--- config.mk ---
export PLATFORM = sky130hd
export DESIGN_NAME = pipe_step_ctrl
export DESIGN_NICKNAME = d
export VERILOG_FILES = /design/src/rtl/pipe_step_pkg.sv /design/src/rtl/pipe_step_ctrl_sync_2ff.sv /design/src/rtl/pipe_step_ctrl.sv
export SDC_FILE = /design/constraint.sdc
export NUM_CORES = 1
export LEC_CHECK = 0
export CAP_MARGIN = 25
export CORE_MARGIN = 3
export CORE_UTILIZATION = 40
export CTS_BUF_LIST = sky130_fd_sc_hd__clkbuf_4 sky130_fd_sc_hd__clkbuf_8
export DETAILED_ROUTE_END_ITERATION = 8
export GPL_TIMING_DRIVEN = 0
export PLACE_DENSITY = 0.74
export SYNTH_ARGS = -nofsm -noshare
export SYNTH_HDL_FRONTEND = slang
export SYNTH_SLANG_ARGS = --single-unit
--- constraint.sdc ---
create_clock -name clock -period 1.9 [get_ports clock]
set_clock_uncertainty 0.05 [all_clocks]
set_input_delay 0.38 -clock clock [delete_from_list [all_inputs] [get_ports clock]]
set_output_delay 0.38 -clock clock [all_outputs]
set_load 0.01 [all_outputs]
--- src/rtl/pipe_step_pkg.sv ---
// Shared types and board defaults for the pipeline single-step / free-run clock-enable source.
package pipe_step_pkg;

  typedef enum logic [1:0] {
    IDLE         = 2'd0,
    PRESS_WAIT   = 2'd1,
    HELD         = 2'd2,
    RELEASE_WAIT = 2'd3
  } btn_state_e;

  // 50 MHz board: 10 ms debounce, 2 steps per second in run mode
  localparam int unsigned DEF_DEBOUNCE_CYCLES = 500000;
  localparam int unsigned DEF_RUN_DIV         = 25000000;
  localparam int unsigned DEF_CNT_W           = 32;

endpackage

--- src/rtl/pipe_step_ctrl_sync_2ff.sv ---
// 1-bit two-flop synchronizer; next_o exposes the first stage so callers can see a change one edge early.
module sync_2ff #(
  parameter logic RESET_VAL = 1'b0
) (
  input  logic clock,
  input  logic reset,
  input  logic d_i,
  output logic q_o,
  output logic next_o
);

  logic s1_q, s1_d;
  logic s2_q, s2_d;

  always_comb begin
    s1_d = d_i;
    s2_d = s1_q;
  end

  always_ff @(posedge clock) begin
    if (reset) begin
      s1_q <= RESET_VAL;
      s2_q <= RESET_VAL;
    end else begin
      s1_q <= s1_d;
      s2_q <= s2_d;
    end
  end

  assign q_o    = s2_q;
  assign next_o = s1_q;

endmodule

--- src/rtl/pipe_step_ctrl.sv ---
// Pipeline clock-enable source: debounced push-button single step or divider-driven free run,
// with a wrapping count of issued steps.
module pipe_step_ctrl
  import pipe_step_pkg::*;
#(
  parameter int unsigned DEBOUNCE_CYCLES = DEF_DEBOUNCE_CYCLES,
  parameter int unsigned RUN_DIV         = DEF_RUN_DIV,
  parameter int unsigned CNT_W           = DEF_CNT_W
) (
  input  logic             clock,
  input  logic             reset,
  input  logic             btn_n,
  input  logic             run_mode,
  output logic             step_en,
  output logic [CNT_W-1:0] cycle_count,
  output logic [1:0]       btn_state
);

  localparam int unsigned DB_W  = (DEBOUNCE_CYCLES > 1) ? $clog2(DEBOUNCE_CYCLES) : 1;
  localparam int unsigned DIV_W = $clog2(RUN_DIV);
  localparam logic [DB_W-1:0]  DB_LAST  = DB_W'(DEBOUNCE_CYCLES - 1);
  localparam logic [DIV_W-1:0] DIV_LAST = DIV_W'(RUN_DIV - 1);

  logic btn_sync, btn_next_unused;
  logic run_s, run_next;
  logic pressed_s, run_chg;

  sync_2ff #(.RESET_VAL(1'b1)) u_btn_sync (
    .clock  (clock),
    .reset  (reset),
    .d_i    (btn_n),
    .q_o    (btn_sync),
    .next_o (btn_next_unused)
  );

  sync_2ff #(.RESET_VAL(1'b0)) u_run_sync (
    .clock  (clock),
    .reset  (reset),
    .d_i    (run_mode),
    .q_o    (run_s),
    .next_o (run_next)
  );

  assign pressed_s = ~btn_sync;
  // run_s takes run_next on this edge, so a mismatch marks the edge on which run_s changes
  assign run_chg   = run_next ^ run_s;

  btn_state_e       state_q, state_d;
  logic [DB_W-1:0]  cnt_q, cnt_d;
  logic [DIV_W-1:0] div_q, div_d;
  logic             step_q, step_d;
  logic [CNT_W-1:0] count_q, count_d;
  logic             btn_req, div_req, step_req;

  always_comb begin
    state_d = state_q;
    cnt_d   = cnt_q;
    btn_req = 1'b0;
    case (state_q)
      IDLE: begin
        if (pressed_s) begin
          state_d = PRESS_WAIT;
          cnt_d   = '0;
        end
      end
      PRESS_WAIT: begin
        if (!pressed_s) begin
          state_d = IDLE;
        end else if (cnt_q == DB_LAST) begin
          state_d = HELD;
          btn_req = 1'b1;
        end else begin
          cnt_d = cnt_q + DB_W'(1);
        end
      end
      HELD: begin
        if (!pressed_s) begin
          state_d = RELEASE_WAIT;
          cnt_d   = '0;
        end
      end
      RELEASE_WAIT: begin
        if (pressed_s) begin
          state_d = HELD;
        end else if (cnt_q == DB_LAST) begin
          state_d = IDLE;
        end else begin
          cnt_d = cnt_q + DB_W'(1);
        end
      end
      default: state_d = IDLE;
    endcase
  end

  always_comb begin
    div_d   = '0;
    div_req = 1'b0;
    if (!run_chg && run_s) begin
      if (div_q == DIV_LAST) begin
        div_req = 1'b1;
      end else begin
        div_d = div_q + DIV_W'(1);
      end
    end
  end

  // Button requests still advance the FSM in run mode but never reach step_en
  always_comb begin
    step_req = run_s ? div_req : btn_req;
    step_d   = step_req & ~step_q;
    count_d  = count_q + CNT_W'(step_q);
  end

  always_ff @(posedge clock) begin
    if (reset) begin
      state_q <= IDLE;
      cnt_q   <= '0;
      div_q   <= '0;
      step_q  <= 1'b0;
      count_q <= '0;
    end else begin
      state_q <= state_d;
      cnt_q   <= cnt_d;
      div_q   <= div_d;
      step_q  <= step_d;
      count_q <= count_d;
    end
  end

  assign step_en     = step_q;
  assign cycle_count = count_q;
  assign btn_state   = state_q;

endmodule

==> impl_metrics.toml <==
[routing]
drtIter0Drc = 146
drt_wl_total_um = 8227
ant_nets = 0
vias_per_cell = 5.322
drcViolationCount = 0
wl_per_cell_um = 13.85
via_count = 3161
dr.pass1.iters = 4

[grt]
grt_pass1_wl_um = 13340
track_usage_pct = 15.58
first_global_vias = 2922
gr-total-overflow = 0
antenna_found_initial = 0
grt_max_degree = 15

[place]
dpl_cell_area_um2 = 4263
gp_congestion = 0.8455
port_buffers = 37
dp_hpwl_um = 5624
dp.cells = 572

[synthesis]
synth_area_um2 = 3757
ys_ff_latch = 83
yosys.area.top_type_share_pct = 44.22
syn_avg_cell_area_um2 = 8.799
yosys_most_used_dff = "dfxtp_1"
synth_nets = 435
synth.area.top_cells = "dfxtp_1 (44%), nor2_1 (7.4%), xor2_1 (7.2%)"
yosys.area.top_type = "dfxtp_1"
ys_async_sr_fraction_pct = 0
synth_cells = 427
ys_seq_area_share_pct = 44.22
yosys_warnings = 0
synth_cell_type_count = 37
synth_edf_count = 0

[final_layout]
layout-area-overhead-vs-synth_pct = 24.58
multi_input_area_um2 = 2117
finalNetCount = 489
diodes = 0
drive_gt1_share_pct = 14.81
final_area_um2 = 4681
regArea_um2 = 1677
nFillCells = 808
fin_cells = 594

[timing]
hold_viol_final = 0
fmax_mhz = 539.7
slew_headroom_pct = 65.95
setup-violations-final = 0
worstMarginPinSlew_ns = 0.5108
timing.setup.tns_ns = 0
layout_min_cycle_time_ns = 1.853
slew_viol_final = 0
fin_crit_sh_pct = 97.52

[pwr]
p_comb_share_pct = 1.6
sw_frac_of_total_pct = 21.00
pwr-share-seq_pct = 54.8
switching_power_mw = 0.6687
clkPwrFrac_pct = 43.5
power_density_nw_per_um2 = 680.2
power_leakage_nw = 1.547
ir_worst_vdd_v = 0.0004581
intPower_mw = 2.515
power_mw = 3.184

[floorplanning]
coreArea_um2 = 8934
initial_utilization_pct = 42.06
rows = 34
die_x_um = 102.9
pin_count = 39
dieArea_um2 = 10590
die_height_um = 102.9

[setup_path]
reg2reg_depth = 5
startpoint = "cycle_count[14]"
path_max_fanout = 8
worstSetupEndpointType = "register"
crit_type = "register to register"
regToRegSetupSlack_ns = 0.05
r2r_start = "cycle_count[14]"
worstPathArrival_ns = 2.03
cp-start-kind = "register"
required_ns = 2.08

[clocking]
clk_latency_ns = 0.35
path_clk_slew_ns = 0.08
clockRootBuffer = "clkbuf_8"
htree_num_levels = 3
cts_tree = "built"
cts.sinks = 83
cts_buffers = 9
cts_buffer_depth = 2

[run_status]
outcome = "finished, final reports clean"

[min_path]
hp-start = "reset"
holdPathStages = 2
hp-class = "primary input to register"

[flow_run]
cap_violations = 0
[worst max-delay path, cell delays in order, from the launching register on]
cell     delay, ns
dfxtp_1       0.46
and4_1        0.29
nand2_1       0.29
nor4_2        0.40
xnor2_1       0.18
nor2_1        0.06
[flip-flops by register name, summed over array words and instances, names as in the netlist, named ones only]
| name | flops |
|---|---|
| u_btn_sync.q_o | 1 |
| div_q | 25 |
| u_btn_sync.next_o | 1 |
| cnt_q | 19 |
| u_run_sync.q_o | 1 |
| btn_state | 1 |
| u_run_sync.next_o | 1 |
| step_en | 1 |
| cycle_count | 32 |
[routing by layer]
layer / global-route usage [%] / vias to the layer above / routed length [um]
met5: 0 / - / 0
met4: 4.980 / 0 / 80
met3: 3.654 / 10 / 343
met2: 25.46 / 59 / 4013
met1: 20.37 / 1493 / 3790
li1: - / 1599 / -
[cells in the final DEF (no fill, tap or decap), drive strengths merged]
| master | instances |
|---|---|
| nand2 | 29 |
| inv | 11 |
| nor3 | 11 |
| a211oi | 1 |
| clkinvlp | 1 |
| dfxtp | 83 |
| nor4b | 2 |
| nand3b | 1 |
| xnor2 | 29 |
| and4 | 9 |
| o21ai | 10 |
| buf | 12 |
| clkbuf | 16 |
| or4b | 1 |
| bufinv | 2 |
| xor2 | 32 |
| and2 | 4 |
| or4 | 2 |
| o211ai | 3 |
| or2 | 2 |
| a21oi | 11 |
| o21bai | 1 |
| nor3b | 2 |
| ha | 4 |
| o2111ai | 1 |
| nand3 | 32 |
| nor2 | 74 |
| clkdlybuf4s50 | 37 |
| clkinv | 3 |
| a31oi | 3 |
| nand4 | 22 |
| or3 | 10 |
| and3 | 6 |
| nor4 | 15 |
| nor2b | 4 |
[synth_stat cells (3+ instances only)]
| cell | instances |
|---|---|
| xnor2_1 | 29 |
| dfxtp_1 | 83 |
| nand2_1 | 29 |
| nand4_1 | 21 |
| inv_1 | 11 |
| nor2_1 | 74 |
| a21oi_1 | 11 |
| buf_6 | 3 |
| nor2b_1 | 4 |
| clkbuf_1 | 6 |
| nor4_2 | 4 |
| nand3_1 | 32 |
| or3_1 | 7 |
| and2_1 | 4 |
| or3_2 | 3 |
| and4_1 | 9 |
| o21ai_0 | 10 |
| nor3_1 | 11 |
| buf_2 | 3 |
| and3_1 | 6 |
| ha_1 | 4 |
| nor4_1 | 9 |
| a31oi_1 | 3 |
| o211ai_1 | 3 |
| xor2_1 | 31 |
[power by group through the flow]
stage	Sequential [mW]	Combinational [mW]	Clock (mW)
after floorplan	1.79	0.0316	0
after detailed placement	1.79	0.0502	0
after CTS	1.75	0.0508	1.41
final	1.75	0.0519	1.39
after global routing	1.75	0.0571	1.48
after global placement	1.79	0.0495	0
[stage by stage]
step                      util [%]  hold slack, ns  setup slack, ns
final                        52.40          0.2433          0.04720
after detailed placement     47.72          0.3457          -0.1090
after floorplan                  -          0.3395          0.05107
after global placement       47.72          0.3444         -0.07136
after global routing         52.40          0.2342         -0.03921
after CTS                    50.67          0.2268         0.001713
[timing repair]
item / 4_1_cts / 5_1_grt
buffers inserted: 0 / 6
cloned: 0 / 0
hold buffers: 0 / 0
resized for setup: 7 / 30
setup endpoints to repair: 25 / 50
pin swaps: 0 / 4
[worst paths after layout]
path	end
worst max-delay path	cycle_count[26]
worst min-delay path	cycle_count[0]
worst max register to register	cycle_count[26]
worst min register to register	u_btn_sync.q_o
[logic make-up after synthesis]
group / share of synthesized area, %
compound gates: 4.629
xor+xnor: 14.42
fa+ha+maj: 1.332
buf+inv: 2.997
flops: 44.22
simple gates: 32.40
[final cells by class]
class	instances	area share (%)
plain buffers	12	1.577
flip-flops and latches	83	35.82
repair buffers	43	8.875
well taps	108	2.887
inverters	11	0.8821
clock buffers	10	2.807
multi-input cells	321	45.23
clock inverters	6	1.925
Power figures use the tool's default switching activity.
